$ cat src/rtl/ysyx_22040759_pipe_ctrl_pkg.sv
// Shared encodings for the pipeline hazard controller: EXE forward selects and MDU sequencing states.
// Pure definitions; no logic, no latency, no flow control.
package ysyx_22040759_pipe_ctrl_pkg;

    localparam logic [1:0] FWD_REG    = 2'b00;
    localparam logic [1:0] FWD_WS     = 2'b01;
    localparam logic [1:0] FWD_MS_ALU = 2'b10;
    localparam logic [1:0] FWD_MS_LD  = 2'b11;

    typedef enum logic [1:0] {
        MDU_IDLE = 2'b00,
        MDU_BUSY = 2'b01,
        MDU_DONE = 2'b10
    } mdu_state_e;

    // MEM outranks WB because it carries the younger write to the same register.
    function automatic logic [1:0] fwd_sel(input logic ms_hit, input logic ms_ld, input logic ws_hit);
        if (ms_hit) begin
            return ms_ld ? FWD_MS_LD : FWD_MS_ALU;
        end else if (ws_hit) begin
            return FWD_WS;
        end
        return FWD_REG;
    endfunction

endpackage

$ cat src/rtl/ysyx_22040759_pipe_ctrl_fwd.sv
// Combinational EXE operand forward selects and raw ID load-use hit detect.
// Zero latency; no flow control of its own (the caller masks the hit with the flush).
module ysyx_22040759_fwd_unit
    import ysyx_22040759_pipe_ctrl_pkg::*;
(
    input  logic       ds_valid_i,
    input  logic [4:0] ds_rs1_i,
    input  logic [4:0] ds_rs2_i,
    input  logic       ds_rs1_ren_i,
    input  logic       ds_rs2_ren_i,
    input  logic       es_valid_i,
    input  logic [4:0] es_rs1_i,
    input  logic [4:0] es_rs2_i,
    input  logic [4:0] es_rd_i,
    input  logic       es_mem_ren_i,
    input  logic       ms_valid_i,
    input  logic       ms_reg_wen_i,
    input  logic       ms_mem_ren_i,
    input  logic [4:0] ms_rd_i,
    input  logic       ws_valid_i,
    input  logic       ws_reg_wen_i,
    input  logic [4:0] ws_rd_i,
    output logic [1:0] fwd_a_o,
    output logic [1:0] fwd_b_o,
    output logic       load_use_o
);

    logic ms_wr;
    logic ws_wr;
    logic rs1_lu;
    logic rs2_lu;

    // x0 writes are architecturally discarded, so they must never be forwarded.
    assign ms_wr = ms_valid_i & ms_reg_wen_i & (ms_rd_i != 5'd0);
    assign ws_wr = ws_valid_i & ws_reg_wen_i & (ws_rd_i != 5'd0);

    assign fwd_a_o = fwd_sel(ms_wr & (ms_rd_i == es_rs1_i), ms_mem_ren_i, ws_wr & (ws_rd_i == es_rs1_i));
    assign fwd_b_o = fwd_sel(ms_wr & (ms_rd_i == es_rs2_i), ms_mem_ren_i, ws_wr & (ws_rd_i == es_rs2_i));

    assign rs1_lu     = ds_rs1_ren_i & (ds_rs1_i == es_rd_i);
    assign rs2_lu     = ds_rs2_ren_i & (ds_rs2_i == es_rd_i);
    assign load_use_o = ds_valid_i & es_valid_i & es_mem_ren_i & (es_rd_i != 5'd0) & (rs1_lu | rs2_lu);

endmodule

$ cat src/rtl/ysyx_22040759_pipe_ctrl.sv
// Hazard/sequencing control: forwarding, load-use stall, MDU hold of EXE, fetch flush and stale-response discard.
// Forward/stall are combinational; MDU holds EXE (es_ready_go low) until its result is handed to MEM.
module ysyx_22040759_pipe_ctrl
    import ysyx_22040759_pipe_ctrl_pkg::*;
#(
    parameter int MAX_OUTSTANDING = 2,
    parameter int CNT_W           = $clog2(MAX_OUTSTANDING + 1)
) (
    input  logic       clk,
    input  logic       rst,
    input  logic       ds_valid,
    input  logic [4:0] ds_rs1,
    input  logic [4:0] ds_rs2,
    input  logic       ds_rs1_ren,
    input  logic       ds_rs2_ren,
    input  logic       es_valid,
    input  logic [4:0] es_rs1,
    input  logic [4:0] es_rs2,
    input  logic [4:0] es_rd,
    input  logic       es_reg_wen,
    input  logic       es_mem_ren,
    input  logic       es_is_mdu,
    input  logic       ms_valid,
    input  logic       ms_reg_wen,
    input  logic       ms_mem_ren,
    input  logic [4:0] ms_rd,
    input  logic       ws_valid,
    input  logic       ws_reg_wen,
    input  logic [4:0] ws_rd,
    input  logic       ms_allowin,
    input  logic       br_taken,
    input  logic       if_req_fire,
    input  logic       if_resp_fire,
    input  logic       mdu_done,
    output logic [1:0] ForwardA,
    output logic [1:0] ForwardB,
    output logic       ds_stall,
    output logic       es_ready_go,
    output logic       mdu_start,
    output logic       flush_fd,
    output logic       if_resp_drop
);

    localparam logic [CNT_W-1:0] CNT_MAX = CNT_W'(MAX_OUTSTANDING);

    mdu_state_e       state_q, state_d;
    logic [CNT_W-1:0] inflight_q, inflight_d;
    logic [CNT_W-1:0] discard_q, discard_d;
    logic             load_use;

    // Every load writes a register, so the EXE write-enable adds nothing to the load-use check.
    logic unused_es_reg_wen;
    assign unused_es_reg_wen = es_reg_wen;

    ysyx_22040759_fwd_unit u_fwd (
        .ds_valid_i  (ds_valid),
        .ds_rs1_i    (ds_rs1),
        .ds_rs2_i    (ds_rs2),
        .ds_rs1_ren_i(ds_rs1_ren),
        .ds_rs2_ren_i(ds_rs2_ren),
        .es_valid_i  (es_valid),
        .es_rs1_i    (es_rs1),
        .es_rs2_i    (es_rs2),
        .es_rd_i     (es_rd),
        .es_mem_ren_i(es_mem_ren),
        .ms_valid_i  (ms_valid),
        .ms_reg_wen_i(ms_reg_wen),
        .ms_mem_ren_i(ms_mem_ren),
        .ms_rd_i     (ms_rd),
        .ws_valid_i  (ws_valid),
        .ws_reg_wen_i(ws_reg_wen),
        .ws_rd_i     (ws_rd),
        .fwd_a_o     (ForwardA),
        .fwd_b_o     (ForwardB),
        .load_use_o  (load_use)
    );

    assign ds_stall    = load_use & ~br_taken;
    assign flush_fd    = br_taken;
    assign es_ready_go = ~es_is_mdu | ~es_valid | (state_q == MDU_DONE);

    always_ff @(posedge clk) begin
        if (rst) begin
            state_q    <= MDU_IDLE;
            inflight_q <= '0;
            discard_q  <= '0;
        end else begin
            state_q    <= state_d;
            inflight_q <= inflight_d;
            discard_q  <= discard_d;
        end
    end

    always_comb begin
        state_d   = state_q;
        mdu_start = 1'b0;
        case (state_q)
            MDU_IDLE: begin
                if (es_valid && es_is_mdu && !br_taken) begin
                    state_d   = MDU_BUSY;
                    mdu_start = ~rst;
                end
            end
            MDU_BUSY: if (mdu_done)   state_d = MDU_DONE;
            MDU_DONE: if (ms_allowin) state_d = MDU_IDLE;
            default:                  state_d = MDU_IDLE;
        endcase
    end

    always_comb begin
        inflight_d = inflight_q;
        if (if_req_fire && !if_resp_fire && inflight_q != CNT_MAX) begin
            inflight_d = inflight_q + CNT_W'(1);
        end else if (!if_req_fire && if_resp_fire && inflight_q != '0) begin
            inflight_d = inflight_q - CNT_W'(1);
        end
    end

    // A response landing in the redirect cycle is already dropped, so it leaves the discard budget.
    always_comb begin
        discard_d = discard_q;
        if (br_taken) begin
            if (!if_resp_fire) begin
                discard_d = inflight_q;
            end else if (inflight_q != '0) begin
                discard_d = inflight_q - CNT_W'(1);
            end else begin
                discard_d = '0;
            end
        end else if (if_resp_fire && discard_q != '0) begin
            discard_d = discard_q - CNT_W'(1);
        end
    end

    assign if_resp_drop = ~rst & if_resp_fire & ((discard_q != '0) | br_taken);

endmodule

$ cat config.mk
export PLATFORM = sky130hd
export DESIGN_NAME = ysyx_22040759_pipe_ctrl
export DESIGN_NICKNAME = d
export VERILOG_FILES = /design/src/rtl/ysyx_22040759_pipe_ctrl_pkg.sv /design/src/rtl/ysyx_22040759_pipe_ctrl_fwd.sv /design/src/rtl/ysyx_22040759_pipe_ctrl.sv
export SDC_FILE = /design/constraint.sdc
export NUM_CORES = 1
export LEC_CHECK = 0
export ABC_AREA = 1
export CAP_MARGIN = 40
export CORE_MARGIN = 5
export CORE_UTILIZATION = 40
export DETAILED_ROUTE_END_ITERATION = 8
export HOLD_SLACK_MARGIN = 0.06
export PLACE_DENSITY = 0.92
export SLEW_MARGIN = 10
export SYNTH_ARGS = -nofsm -noshare
export SYNTH_HDL_FRONTEND = slang
export SYNTH_HIERARCHICAL = 1
export SYNTH_SLANG_ARGS = --single-unit
export TNS_END_PERCENT = 20
$ cat constraint.sdc
create_clock -name clk -period 2.64 [get_ports clk]
set_clock_uncertainty 0.2 [all_clocks]
set_input_delay 0.264 -clock clk [delete_from_list [all_inputs] [get_ports clk]]
set_output_delay 0.264 -clock clk [all_outputs]
set_load 0.02 [all_outputs]
==> results by group <==
STA
  • Number of hold violations in the final report: 0
  • Setup repair after global routing missed its margin: no
  • Final total negative setup slack: 0 ns
  • Post-route minimum period: 2.46 ns
  • Final WS setup: 0.179 ns
  • Max_slew headroom: 84.7%
  • Post-route worst hold slack: 0.345 ns
  • Period utilization: 93.2%
  • Final number of max-transition violations: 0
  • Slew @ Worst Pin: 0.228 ns
  • Final number of setup-violating endpoints: 0
  • Max Clock Freq: 406 MHz

Place
  • Routability Congestion: 0.834
  • Number of buffers inserted by port buffering: 61
  • Post-DP HPWL: 2.60 mm
  • Post-placement setup slack: 0.168 ns

Logic synthesis
  • Area of the mapped netlist: 1000 um^2
  • Cell taking the most area after synthesis: nand2_1
  • Synthesized netlist cell count: 185
  • Yosys top cell area share: 20.7%
  • Synthesis warning total: 6
  • Post-synthesis register bit count: 6
  • Synthesized netlist net count: 243
  • Synth top area cells: nand2_1 (21%), dfxtp_1 (12%), inv_1 (11%)
  • Seq/Total Area, Yosys: 12.0%
  • Avg Cell Area, Syn: 5.40 um^2
  • Count of unique library cells instantiated by Yosys: 23

Clock tree
  • CTS Root Buffer Type: clkbuf_4
  • Clock H-tree levels: 1
  • CTS tree: yes
  • Hold buffer count at CTS: 0
  • Post-CTS Setup Inserts: 0
  • Clock-pin slew on the worst setup and hold paths: 0.04 ns
  • CTS-repair resized insts: 0
  • Clock net sink count: 6
  • Bufs on Longest Clock Path: 2
  • Clock latency on the worst-skew pair: 0.23 ns
  • CTS buffer count: 3

Detailed routing
  • Wire per inst: 10.4 um
  • Starting DRT DRC Count: 50
  • Vias post-DR: 1263
  • Final ANT Viol Nets: 0
  • DRT Pass-1 Iters: 4
  • Post-route DRC violation count: 0
  • Routed Wire Length: 2.88 mm
  • Number of vias per cell: 4.54

Power
  • PwrDens: 241 nW/um^2
  • Worst IR Drop VDD: 0.293 mV
  • Leakage power figure: 0.839 nW

Finish
  • Fraction of final layout cells sized beyond drive strength 1: 6.85%
  • Count of inserted antenna diode cells: 0
  • Net total in the final layout: 308
  • Growth of design area from synthesis to finish: 66.6%

Setup path
  • Register-to-register setup slack: 1.23 ns
  • Logic depth of the worst setup path including buffers: 10
  • Crit-path leading delay family: buffers and inverters
  • Nature of the critical path endpoint: output port
  • Timing startpoint of the critical path: es_rs2[1]
  • Ordered cell list for the critical path: clkdlybuf4s50_1, inv_2, nand2_1, nand2_1, nor2_1, nand3_1, nor2_1, nand2_1, nand2_1, clkdlybuf4s50_1
  • Endpoint of the most critical setup path: ForwardB[0]
  • Sum of buffers and inverters on the critical path: 3
  • Launch instance of the worst register-to-register path: inflight_q[0]
  • Arrival time of the worst setup path: 2.00 ns
  • Worst-path cell with the longest stage delay: clkdlybuf4s50_1
  • Count of cells along the worst register-to-register path: 8
  • Req. time, crit path: 2.18 ns
  • Crit Path Max Fanout: 3
  • Worst reg2reg path endpoint: inflight_q[1]
  • Stage delay of the slowest cell on the critical path: 0.60 ns
  • Critical Setup Path Class: input pin to output port
  • Cell type with the highest occurrence count on the critical path: nand2_1
  • Critical path launch point type: input pin

GRT
  • Global-route wire length before repair: 4.75 mm
  • Antenna violations before repair: 0
  • Via count of the first global-routing pass: 1183
  • Overall global routing resource usage: 17.0%
  • Maximum number of pins on one net before global-route repair: 7
  • Sum of overflow across all layers after global routing: 0

Hold path
  • Path class of the lowest-slack min-delay path: register to register
  • Hold Startpoint: state_q[0]

Floorplanning
  • Area of the die: 3600 um^2
  • Total number of placement rows: 18
  • Placeable core region: 2430 um^2
  • Vertical die dimension: 60.0 um
  • Initial cell density of the core: 41.1%
  • DIE WIDTH: 60.0 um
  • Boundary pin count: 63

Run
  • Maximum Capacitance Violations: 0

Status
  • Status: finished clean
[logic make-up after synthesis]
kind of cell,synth area share [%]
buf+inv,14.6
fa+ha+maj,5.01
compound gates,9.26
xor+xnor,12.3
flops,12.0
simple gates,46.8
[worst min path at each step]
stage | cells past startpoint | to | slack (ns)
6_report | 2 | state_q[0] | 0.34
5_1_grt | 2 | state_q[0] | 0.39
4_1_cts | 2 | state_q[0] | 0.35
3_5_place_dp | 2 | state_q[0] | 0.34
3_3_place_gp | 2 | state_q[0] | 0.32
2_1_floorplan | 1 | state_q[0] | 0.13
[cell usage after synthesis]
master    instances
nor3_1            2
and3_1            1
inv_2             9
nand3_2           1
xnor2_1           4
nand4_1           6
nand2_1          55
xor2_1           10
nor2_1           25
o21ai_0           5
o21ai_1           1
ha_1              4
o211ai_1          3
nand3b_1          1
dfxtp_1           6
nor2_2            3
nand3_1          12
inv_1            28
a211oi_1          1
nand3_4           1
o21a_1            1
buf_4             1
a21oi_1           5
[worst min-delay path: cells and delay by family (launching register included)]
family,cells,cell delay [ns]
AOI/OAI and AO/OA,1,0.06
DFF,1,0.33
and+or+nand+nor,1,0.10
[final cells by class]
class                           instances  area [um^2]
Timing Repair Buffer                   61          613
Tap cell                               30         37.5
Inverter                               37          139
Clock buffer                            3         22.5
Fill cell                             226          767
Sequential cell                         6          120
Multi-Input combinational cell        141          733
[layout by cell type (no fill, tap or decap), types with 2 or more instances in the layout]
cell and n:
xnor2_1 4, nand4_1 6, ha_1 4, nand2_1 55, nor2_1 25, a21oi_1 5, nor3_1 2, clkdlybuf4s50_1 60
o211ai_1 3, nand3_1 12, inv_2 9, inv_1 28, dfxtp_1 6, xor2_1 10, nor2_2 3, o21ai_0 5
clkbuf_4 3
[layer usage]
metal	global-route usage, %	vias to the layer above	wire length, um
met2	31.6	23	1590
met3	2.16	4	122
met4	6.33	0	47
li1	-	702	-
met5	0	-	0
met1	19.3	534	1120
[power breakdown]
group / switching [mW] / internal (mW) / total, mW / leakage, nW
clock: 0.0258 / 0.0509 / 0.0767 / 0.0138
combinational: 0.100 / 0.121 / 0.221 / 0.775
sequential: 0.00487 / 0.0979 / 0.103 / 0.0493
total: 0.131 / 0.270 / 0.401 / 0.839
[stage by stage]
step / utilization (%) / power [mW] / cells / area, um^2
global placement: 67.4 / 0.320 / 275 / 1640
CTS: 68.4 / 0.406 / 278 / 1660
global route: 68.5 / 0.439 / 278 / 1670
finish: 68.5 / 0.401 / 278 / 1670
floorplan: - / 0.207 / 185 / 1000
detailed placement: 67.4 / 0.326 / 275 / 1640
[sequential cells by signal, summed over array words and instances (netlist names)]
signal and count:
discard_q 2, inflight_q 2, state_q 2
Power figures use the tool's default switching activity.
